==> src/rtl/cbus_rr_arbiter.sv <==
// Round-robin arbiter merging several cbus masters onto one downstream cbus port.
// Grants whole transactions and steers the downstream response back to the granted master only.
package cbus_pkg;
   localparam logic [3:0] MSIZE1 = 4'd0;
   localparam logic [3:0] MSIZE2 = 4'd1;
   localparam logic [3:0] MSIZE4 = 4'd3;
   localparam logic [3:0] MSIZE8 = 4'd7;

   typedef struct packed {
      logic        valid;
      logic        is_write;
      logic [2:0]  size;
      logic [31:0] addr;
      logic [3:0]  strobe;
      logic [31:0] data;
      logic [3:0]  len;
   } cbus_req_t;

   typedef struct packed {
      logic        okay;
      logic        ready;
      logic        last;
      logic [31:0] data;
   } cbus_resp_t;
endpackage

module cbus_rr_arbiter
   import cbus_pkg::*;
#(
   parameter int NUM_INPUTS = 4
) (
   input  logic       clk,
   input  logic       resetn,
   input  cbus_req_t  ireqs  [NUM_INPUTS],
   output cbus_resp_t iresps [NUM_INPUTS],
   output cbus_req_t  oreq,
   input  cbus_resp_t oresp
);

   localparam int SEL_W = (NUM_INPUTS > 1) ? $clog2(NUM_INPUTS) : 1;

   typedef enum logic [0:0] {
      ST_IDLE = 1'b0,
      ST_BUSY = 1'b1
   } state_e;

   state_e           state_r;
   state_e           state_nxt_s;
   logic [SEL_W-1:0] sel_r;
   logic [SEL_W-1:0] sel_nxt_s;
   logic [SEL_W-1:0] rr_ptr_r;
   logic [SEL_W-1:0] rr_ptr_nxt_s;
   logic [SEL_W-1:0] winner_s;
   logic [SEL_W-1:0] sel_inc_s;
   logic             found_s;

   // Scan masters starting at the round-robin pointer; first valid one wins
   always_comb begin
      logic [SEL_W:0] cand_v;
      found_s  = 1'b0;
      winner_s = '0;
      cand_v   = '0;
      for (int k = 0; k < NUM_INPUTS; k++) begin
         cand_v = {1'b0, rr_ptr_r} + (SEL_W+1)'(k);
         if (cand_v >= (SEL_W+1)'(NUM_INPUTS)) begin
            cand_v = cand_v - (SEL_W+1)'(NUM_INPUTS);
         end else begin
            cand_v = cand_v;
         end
         if (!found_s && ireqs[cand_v[SEL_W-1:0]].valid) begin
            found_s  = 1'b1;
            winner_s = cand_v[SEL_W-1:0];
         end else begin
            found_s  = found_s;
            winner_s = winner_s;
         end
      end
   end

   // Pointer value after the current grant, wrapping at the last master
   always_comb begin
      if (sel_r == SEL_W'(NUM_INPUTS - 1)) begin
         sel_inc_s = '0;
      end else begin
         sel_inc_s = sel_r + SEL_W'(1);
      end
   end

   // Next-state logic: a transaction ends on the last ready beat or when the master withdraws
   always_comb begin
      state_nxt_s  = state_r;
      sel_nxt_s    = sel_r;
      rr_ptr_nxt_s = rr_ptr_r;
      case (state_r)
         ST_IDLE: begin
            if (found_s) begin
               state_nxt_s = ST_BUSY;
               sel_nxt_s   = winner_s;
            end else begin
               state_nxt_s = ST_IDLE;
            end
         end
         ST_BUSY: begin
            if (!ireqs[sel_r].valid || (oresp.ready && oresp.last)) begin
               state_nxt_s  = ST_IDLE;
               rr_ptr_nxt_s = sel_inc_s;
            end else begin
               state_nxt_s = ST_BUSY;
            end
         end
         default: begin
            state_nxt_s = ST_IDLE;
         end
      endcase
   end

   // Output steering: pass-through only while busy, response only to a still-requesting master
   always_comb begin
      oreq = '0;
      for (int j = 0; j < NUM_INPUTS; j++) begin
         iresps[j] = '0;
      end
      if (state_r == ST_BUSY) begin
         oreq = ireqs[sel_r];
         if (ireqs[sel_r].valid) begin
            iresps[sel_r] = oresp;
         end else begin
            iresps[sel_r] = '0;
         end
      end else begin
         oreq = '0;
      end
   end

   // State, grant index and round-robin pointer registers
   always_ff @(posedge clk) begin
      if (!resetn) begin
         state_r  <= ST_IDLE;
         sel_r    <= '0;
         rr_ptr_r <= '0;
      end else begin
         state_r  <= state_nxt_s;
         sel_r    <= sel_nxt_s;
         rr_ptr_r <= rr_ptr_nxt_s;
      end
   end

endmodule

==> config.mk <==
export PLATFORM = sky130hd
export DESIGN_NAME = cbus_rr_arbiter
export DESIGN_NICKNAME = d
export VERILOG_FILES = /design/src/rtl/cbus_rr_arbiter.sv
export SDC_FILE = /design/constraint.sdc
export NUM_CORES = 1
export LEC_CHECK = 0
export ABC_AREA = 1
export BUFFER_PORTS_ARGS = -buffer_cell sky130_fd_sc_hd__buf_2
export CAP_MARGIN = 20
export CORE_AREA = 5 5 215 217
export CTS_BUF_LIST = sky130_fd_sc_hd__clkbuf_16
export DETAILED_ROUTE_END_ITERATION = 7
export DIE_AREA = 0 0 220 222
export GPL_ROUTABILITY_DRIVEN = 0
export PLACE_DENSITY_LB_ADDON = 0.15
export SLEW_MARGIN = 20
export SYNTH_ARGS = -nofsm -noshare
export SYNTH_HDL_FRONTEND = slang
export SYNTH_SLANG_ARGS = --single-unit
==> constraint.sdc <==
create_clock -name clk -period 3.1 [get_ports clk]
set_input_delay 0 -clock clk [delete_from_list [all_inputs] [get_ports clk]]
set_output_delay 0 -clock clk [all_outputs]
set_load 0.02 [all_outputs]
# ---- Word-level counts from Yosys, hierarchy flattened
# Index checks and enable logic that the tools add are counted.
dict set report totals {
  regBits 5
  latchBits 0
  mem_bits_rw 0
  romBits 0
  inputBits 345
  memories 0
}
dict set report op_classes {
  add_sub_neg 8
  n_mul 0
  n_div 0
  magnitude_cmp 10
  eq_ne 1
  shift 0
  mux 36
  bitwise 7
  reduce_logical 12
}
# operator n
set op_table {}
lappend op_table {{$mux W77} 11}
lappend op_table {{$bmux W77 S2} 5}
lappend op_table {{$mux W140} 2}
lappend op_table {{$and A140 B140 Y140} 1}
lappend op_table {{$demux W35 S2} 1}
lappend op_table {{$mux W35} 1}
lappend op_table {{$ge A3 B3 Y1 const B} 8}
lappend op_table {{$mux W2} 9}
lappend op_table {{$not A2 Y3} 5}
lappend op_table {{$sub A2 B1 Y2 const B} 4}
lappend op_table {{$add A2 B2 Y3 const B} 2}
lappend op_table {{$mux W1} 6}
lappend op_table {{$logic_and A1 B1 Y1} 5}
lappend op_table {{$logic_not A1 Y1} 4}
lappend op_table {{$reduce_and A2 Y1} 2}
lappend op_table {{$add A2 B1 Y3 const B} 1}
lappend op_table {{$ge A2 B3 Y1 const B} 1}
lappend op_table {{$lt A3 B1 Y1 const B} 1}
lappend op_table {{$add A2 B1 Y2 const B} 1}
lappend op_table {{$eq A2 B2 Y1 const B} 1}
lappend op_table {{$pmux W1 S2} 1}
lappend op_table {{$logic_or A1 B1 Y1} 1}
lappend op_table {{$not A1 Y1} 1}

# ---- Logic depth before layout (Yosys ltp)
# Gate-level depths: netlist (run 1).
dict set report logic_depth {
  word_depth 18
  ltp_mapped 11
  mapped_depth_nobuf 11
}

# ---- Least setup slack after synthesis (run 1)
# Ideal clock, no wire load.
dict set report synth_path {
  path_kind {register to output}
  startpoint {reg sel_r[0]}
  endpoint {out iresps[40] (netlist name)}
  arrival_ns 1.783
  t_required_ns 3.100
  slack_ns 1.317
  path_stages_with_launch 8
  path_buffers 3
  cell_sequence {dfxtp_1 > inv_2 > clkbuf_1 > clkbuf_1 > ha_1 > clkinv_1 > clkbuf_1 > nor2_1}
}
# item line_no
set synth_rtl {}
lappend synth_rtl {{start: declaration} 49} ;# logic [SEL_W-1:0] sel_r;
lappend synth_rtl {{start signal: assignment} 143} ;# sel_r <= sel_nxt_s;
lappend synth_rtl {{end: declaration} 35} ;# output cbus_resp_t iresps [NUM_INPUTS],

==> flow_summary.toml, run 1 <==
[timing]
worstMarginPinSlew_ns = 0.894
slew_violations = 0
slew_headroom_pct = 40.4
finalHoldViolCount = 0
fin_setup_tns_ns = 0
setup_viol = 0
finClkSkew_ns = 0.00103
finalCritPeriodShare_pct = 79.1
period_needed_ns = 2.45
rsz0062_at_grt = "false"
fmax_mhz = 408

[place]
io_buffers = 561
placed_cells = 2008
hpwlAfterDp_mm = 28.7
placed_area_sq_um = 7370

[finish]
multi_input_area_sq_um = 3400
area_growth_pct = 85.2
final_core_util_pct = 17.0
fill_cells = 5344
fin_cells = 2024
design_area_sq_um = 7480
mostFrequentLayoutCell = "buf_2"
layout_common_cells = "561 x buf_2, 423 x nor2_1, 160 x o21ai_0"
drive_above_1_share_pct = 43.5
regArea_sq_um = 108
fin_nets = 1770

[routing]
antenna_left = 0
viasPerCell = 3.84
wl_per_cell_um = 16.9
drt_iter0_drc = 351
drc_errors = 0
num_vias = 7779
drtPass1Iterations = 5
drt-total-wl_mm = 34.3

[die]
die_w_um = 220
fp-row-count = 77
ios = 562
start_util_pct = 9.20
coreArea_sq_um = 43900
die-area_sq_um = 48800
die_h_um = 222

[power]
ir_drop_mv = 0.491
powerDensity_nw_per_um2 = 760
p_leak_uw = 0.00423

[setup_path]
r2r_start = "rr_ptr_r[0]"
start_kind = "flip-flop"
critical_path.startpoint = "sel_r[1]"
crit_type = "reg2out"
cp.required_ns = 3.10
path_max_fanout = 29
endpoint_kind = "primary output"
worstPathArrival_ns = 2.45

[global_route]
antenna_found_initial = 15
overflow = 0
grt_start_max_net_pins = 106
grt_pass1_wl_mm = 47.2
first_global_vias = 7551
grt_usage_pct = 12.5

[cts]
clkSlewWorstSetupHoldPaths_ns = 0.03
cts_sinks = 5
cts.path.max_buffers = 2
htree_levels = 1
cts_hold_buf = 0
cts_tree = "yes"
post_cts_buffers = 0
clock-root-buffer = "clkbuf_16"
insertion_delay_ns = 0.23
cts_resized = 0
cts_buffers = 3

[synthesis]
synth-seq-cells = 5
synthCells = 917
synth.avg_cell_area_sq_um = 4.41
yosysWarnings = 0
synth_cell_types = 20
seq_area_frac_synth_pct = 2.48
syn-cell-area_sq_um = 4040
syn-num-nets = 1266

[flow_run]
maxCapViolations = 0

[worst_hold_path]
min_from = "resetn"
hold_path_class = "in2reg"

[outcome]
run_status = "finished, final reports clean"
==> kinds of logic (layout without fill, tap and decap cells) <==
| family | count (synthesis) | after routing | synth area share (%) |
|---|---|---|---|
| adders and majority gates | 4 | 4 | 1.24 |
| buffers and inverters | 126 | 629 | 13.6 |
| DFF | 5 | 5 | 2.48 |
| AOI/OAI and AO/OA | 240 | 240 | 29.8 |
| other | 0 | 12 | 0 |
| and+or+nand+nor | 542 | 542 | 52.9 |
==> Yosys cell counts <==
master | number | area share, %
buf_6 | 1 | 0.28
o21ai_0 | 160 | 20
nand2_4 | 1 | 0.28
clkinv_1 | 2 | 0.19
nor2_2 | 32 | 5.0
o211ai_1 | 1 | 0.19
buf_8 | 3 | 1.1
inv_1 | 43 | 4.0
and2_1 | 1 | 0.15
buf_1 | 9 | 0.84
buf_4 | 5 | 0.93
nand2_1 | 75 | 7.0
a21oi_1 | 79 | 9.8
clkbuf_1 | 44 | 4.1
nor2_1 | 423 | 39
dfxtp_1 | 5 | 2.5
ha_1 | 4 | 1.2
nand3_1 | 10 | 1.2
buf_2 | 14 | 1.7
inv_2 | 5 | 0.46
==> worst max-delay path: stages, from the launching register on <==
cell      delay, ns
dfxtp_4        0.36
clkinv_2       0.26
nand3_1        0.17
and2_1         0.19
inv_2          0.06
nor2_4         0.24
buf_4          0.37
nand2_1        0.11
nor2_1         0.23
buf_2          0.22
==> state kept, by name, summed over array words and instances, names as in the netlist <==
register  flops
rr_ptr_r      2
state_r       1
sel_r         2
==> report_power, final <==
group          switching (uW)  internal [uW]  leakage [uW]
clock network            39.9            167     0.0000424
logic                    3760           1570       0.00415
registers                54.2            102     0.0000427
total                    3850           1830       0.00423
==> stage by stage <==
step / worst slack (ns) / total power [uW] / hold WS (ns)
after floorplan: 1.32 / 3760 / 0.126
after global placement: 0.859 / 5610 / 0.292
after detailed placement: 0.880 / 5570 / 0.285
after CTS: 0.640 / 5790 / 0.0536
after global routing: 0.500 / 6280 / 0.0549
final: 0.647 / 5680 / 0.0504
==> metal layers <==
metal  wire length, um  vias up  GRT usage (%)
met5                34        -              0
met4              1340        4           5.07
met3              3160       44           2.88
met2             17700      428           23.9
met1             12100     3404           12.9
li1                  -     3899              -
==> layout make-up <==
cell class	instances	area share (%)
Tap cell	592	9.90
Inverter	50	2.57
Clock buffer	3	1.00
Timing Repair Buffer	575	39.3
Multi-Input combinational cell	786	45.4
Sequential cell	5	1.44
Antenna cell	12	0.401
Clock inverter	1	0.0502
==> worst paths after layout <==
| path | endpoint | slack [ns] | depth (start not counted) |
|---|---|---|---|
| min | sel_r[1] | 0.05 | 3 |
| max | iresps[25] | 0.65 | 9 |
| min reg2reg | state_r | 0.56 | 2 |
| max reg2reg | sel_r[0] | 1.20 | 11 |
Note: power is estimated with default switching activity, not from simulation.
==> run 2, diff against run 1 <==
CORE_AREA = 5 5 216 218   (was 5 5 215 217)
DIE_AREA = 0 0 221 223   (was 0 0 220 222)
clock period = 2.5 ns   (was 3.1 ns; I/O delays follow)
==> run 2 against run 1 <==
- flip-flop and latch count stayed put
- final area is 0.43% higher
- combinational power is 24% higher
- utilization is 0.22 points lower
- cell count is 0.20% higher
- critical endpoint is now iresps[32]
- sequential share of layout area hardly changed
- power is 24% higher
- non-clock buffer count stayed put
- critical path type unchanged
- critical path depth is 3 lower
- first-iteration DRC count is 29% lower
- largest power group unchanged
- clock power is 25% higher
==> flow_summary.toml, run 2 (synthesized netlist as in run 1, its figures left out) <==
[cts]
cts_hold_buf = 0
cts_sinks = 5
clock-root-buffer = "clkbuf_16"
cts_resized = 0
insertion_delay_ns = 0.23
cts_tree = "yes"
cts.path.max_buffers = 2
post_cts_buffers = 0
htree_levels = 1
clkSlewWorstSetupHoldPaths_ns = 0.03
cts_buffers = 3

[routing]
drc_errors = 0
drtPass1Iterations = 7
drt_iter0_drc = 248
drt-total-wl_mm = 33.2
wl_per_cell_um = 16.4
antenna_left = 0
viasPerCell = 3.82
num_vias = 7747

[setup_path]
reg2regPathDepth = 11
r2r-end = "sel_r[0]"
endpoint_kind = "primary output"
r2r_start = "rr_ptr_r[0]"
path_max_fanout = 44
start_kind = "flip-flop"
r2r_slack_ns = 0.68
critical_path.startpoint = "sel_r[0]"
crit_type = "reg2out"
worstPathArrival_ns = 2.14
critPathCapture = "iresps[32]"
cp.required_ns = 2.50

[die]
die_w_um = 221
die_h_um = 223
coreArea_sq_um = 44700
die-area_sq_um = 49300
start_util_pct = 9.04
fp-row-count = 78
ios = 562

[finish]
area_growth_pct = 86.0
reg_top3 = "rr_ptr_r x2, sel_r x2, state_r x1"
mostFrequentLayoutCell = "buf_2"
design_area_sq_um = 7520
final_core_util_pct = 16.8
layout_common_cells = "561 x buf_2, 423 x nor2_1, 160 x o21ai_0"
drive_above_1_share_pct = 43.5
fin_nets = 1770

[global_route]
first_global_vias = 7914
antenna_found_initial = 15
grt_usage_pct = 12.3
overflow = 0
grt_pass1_wl_mm = 48.3
grt_start_max_net_pins = 129

[timing]
setup_viol = 0
finClkSkew_ns = 0.00175
finalCritPeriodShare_pct = 85.8
fmax_mhz = 466
period_needed_ns = 2.14
rsz0062_at_grt = "false"
worstMarginPinSlew_ns = 0.673
fin_setup_tns_ns = 0
slew_headroom_pct = 55.2
finalHoldViolCount = 0
slew_violations = 0

[place]
hpwlAfterDp_mm = 27.7
placed_area_sq_um = 7420
io_buffers = 561

[power]
finalPower_uw = 7070
powerDensity_nw_per_um2 = 941
ir_drop_mv = 0.691
p_leak_uw = 0.00425

[worst_hold_path]
min_from = "resetn"
hold_path_class = "in2reg"

[flow_run]
maxCapViolations = 0

[outcome]
run_status = "finished, final reports clean"
-- run 2: area by class of cell --
class	count	area [sq um]
Tap cell	600	751
Antenna cell	8	20.0
Clock buffer	3	75.1
Multi-Input combinational cell	786	3390
Timing Repair Buffer	575	2980
Sequential cell	5	108
Inverter	50	193
Clock inverter	1	3.75
Fill cell	5445	37200
-- run 2: power breakdown --
group	internal (uW)	leakage [uW]	switching (uW)
registers	127	0.0000427	66.1
clock network	207	0.0000423	51.4
logic	2000	0.00416	4620
total	2330	0.00425	4740
-- run 2: worst min-delay path by stage --
| stage | endpoint | slack [ns] | cells past startpoint |
|---|---|---|---|
| after CTS | sel_r[1] | 0.05 | 3 |
| after global placement | sel_r[1] | 0.29 | 3 |
| after floorplan | sel_r[0] | 0.13 | 2 |
| after detailed placement | sel_r[1] | 0.28 | 3 |
| after global routing | sel_r[1] | 0.05 | 3 |
| final | sel_r[1] | 0.05 | 3 |
-- run 2: stage by stage --
step	hold WS, ns	cells	setup WS [ns]
2_1_floorplan	0.126	917	0.717
3_3_place_gp	0.295	2016	0.546
3_5_place_dp	0.283	2016	0.586
4_1_cts	0.0509	2020	0.338
5_1_grt	0.0531	2026	0.271
6_report	0.0533	2028	0.356
-- run 2: per-layer routing --
layer	vias up	wire length, um	GRT usage, %	part of all wire (%)
met5	-	45	0	0.14
met4	8	980	3.84	3.0
met3	51	2960	3.71	8.9
met2	417	17200	23.5	52
met1	3374	12000	12.9	36
li1	3897	-	-	-
-- run 2: worst max-delay path, cell delays in order, from the launching register on --
cell and delay [ns]:
dfxtp_4 0.39, buf_4 0.44, ha_1 0.27, clkinv_1 0.06
buf_4 0.24, nor2_1 0.27, buf_2 0.22
==> run 3, diff against run 2 <==
CORE_AREA = 5 5 214 216   (was 5 5 216 218)
DIE_AREA = 0 0 219 221   (was 0 0 221 223)
clock period = 1.9 ns   (was 2.5 ns; I/O delays follow)
==> run 3 against run 2 <==
- wire length up 7.7%
- register-to-register slack worse by 0.45 ns
- global-route usage up 0.96 points
- highest routed layer unchanged
- via count up 2.0%
- critical endpoint is now iresps[42]
- critical path type unchanged
- sequential share of layout area down 0.082 points
- first-iteration DRC count up 42%
==> flow_summary.toml, run 3 (synthesized netlist as in run 1, its figures left out) <==
[outcome]
run_status = "finished, final reports clean"

[power]
powerDensity_nw_per_um2 = 1290
finalPower_uw = 10300
p_leak_uw = 0.00447
ir_drop_mv = 0.569

[routing]
drc_errors = 0
viasPerCell = 3.84
num_vias = 7905
drt_iter0_drc = 353
drt-total-wl_mm = 35.8
drtPass1Iterations = 5
antenna_left = 0
wl_per_cell_um = 17.4

[cts]
clock-root-buffer = "clkbuf_16"
cts_sinks = 5
htree_levels = 1
clkSlewWorstSetupHoldPaths_ns = 0.04
insertion_delay_ns = 0.23
cts.path.max_buffers = 2
cts_buffers = 3
cts_hold_buf = 0
cts_tree = "yes"

[setup_path]
critPathMostFrequentCell = "nand2_1"
crit_path_max_incr_delay_ns = 0.37
path_max_fanout = 17
crit_type = "reg2out"
slowest_stage = "dfxtp_4"
start_kind = "flip-flop"
endpoint_kind = "primary output"
crit_chain = "inv_4 > nand2_1 > nand3_1 > and2_4 > inv_2 > nor2_4 > buf_4 > clkbuf_16 > nand2_1 > nor2_1 > buf_2"
worstPathArrival_ns = 1.82
cp.required_ns = 1.90

[timing]
finalCritPeriodShare_pct = 95.9
rsz0062_at_grt = "true"
fmax_mhz = 549
hold-worst-slack_ns = 0.0593
finalHoldViolCount = 0
slew_headroom_pct = 67.3
slew_violations = 0
worstMarginPinSlew_ns = 0.490
setup_viol = 0
finClkSkew_ns = 0.00363
period_needed_ns = 1.82

[global_route]
grt_pass1_wl_mm = 49.7
overflow = 0
grt_start_max_net_pins = 80
grt_usage_pct = 13.3
first_global_vias = 7871
antenna_found_initial = 17

[finish]
fill_cells = 5269
fin_nets = 1807
reg_top3 = "rr_ptr_r x2, sel_r x2, state_r x1"
drive_above_1_share_pct = 45.2
mostFrequentLayoutCell = "buf_2"
area_growth_pct = 97.3
layout_common_cells = "544 x buf_2, 421 x nor2_1, 158 x o21ai_0"

[die]
die_h_um = 221
start_util_pct = 9.24
fp-row-count = 77
coreArea_sq_um = 43700
die_w_um = 219
die-area_sq_um = 48400
ios = 562

[worst_hold_path]
hold_path_class = "in2reg"

[place]
hpwlAfterDp_mm = 29.6
io_buffers = 561

[flow_run]
maxCapViolations = 0
## run 3: changes by cell type in the layout (fill, tap and decap cells not counted), moves of 2 or more
cell,change
buf_12,+5
buf_2,-17
buf_4,+42
buf_6,+4
clkbuf_16,+2
nor2_1,-2
o21ai_0,-2
o21ai_1,+2
## run 3: metal layers
metal / part of all wire (%) / track usage (%) / wire length (um)
met5: 0.075 / 0 / 27
met4: 3.0 / 3.75 / 1060
met3: 9.1 / 3.70 / 3240
met2: 54 / 26.5 / 19200
met1: 34 / 13.1 / 12200
## run 3: area by class of cell
cell class                      instances  area (sq um)  share of cell area (%)
Antenna cell                            7          17.5                   0.220
Clock buffer                            3          75.1                   0.942
Clock inverter                          1          3.75                  0.0471
Inverter                               50           193                    2.42
Multi-Input combinational cell        786          3410                    42.7
Sequential cell                         5           108                    1.35
Tap cell                              592           741                    9.29
Timing Repair Buffer                  612          3430                    43.0
## run 3: repair_timing
action / CTS / global route
gates cloned: 0 / 2
endpoints found under the setup margin: 8 / 58
resized for setup: 8 / 21
pin swaps: 0 / 1
setup buffers: 0 / 4
## run 3: worst max-delay path, delay by kind of cell, from the launching register on
kind | cells | cell delay (ns)
flops | 1 | 0.37
buf+inv | 5 | 0.63
simple gates | 6 | 0.60
## run 3: power breakdown
group / internal (uW) / leakage, uW / switching, uW
Sequential: 167 / 0.0000427 / 86.8
Clock: 273 / 0.0000423 / 73.5
Combinational: 3330 / 0.00439 / 6360
Total: 3770 / 0.00447 / 6520
## run 3: final timing paths
check / from / to / slack [ns] / depth (start not counted)
worst max-delay path: sel_r[0] / iresps[42] / 0.08 / 11
worst min-delay path: resetn / sel_r[0] / 0.06 / 3
worst max register to register: rr_ptr_r[0] / sel_r[1] / 0.23 / 11
worst min register to register: state_r / state_r / 0.55 / 2
## run 3: stage by stage
stage / setup WS [ns] / TNS (ns) / util [%] / instances / area (sq um)
after global routing: -0.0329 / -0.116 / 18.2 / 2056 / 7970
after floorplan: 0.117 / 0 / - / 917 / 4040
final: 0.0778 / 0 / 18.2 / 2056 / 7970
after CTS: 0.0262 / 0 / 17.9 / 2043 / 7820
after global placement: 0.142 / 0 / 17.6 / 2039 / 7710
after detailed placement: 0.137 / 0 / 17.6 / 2039 / 7710
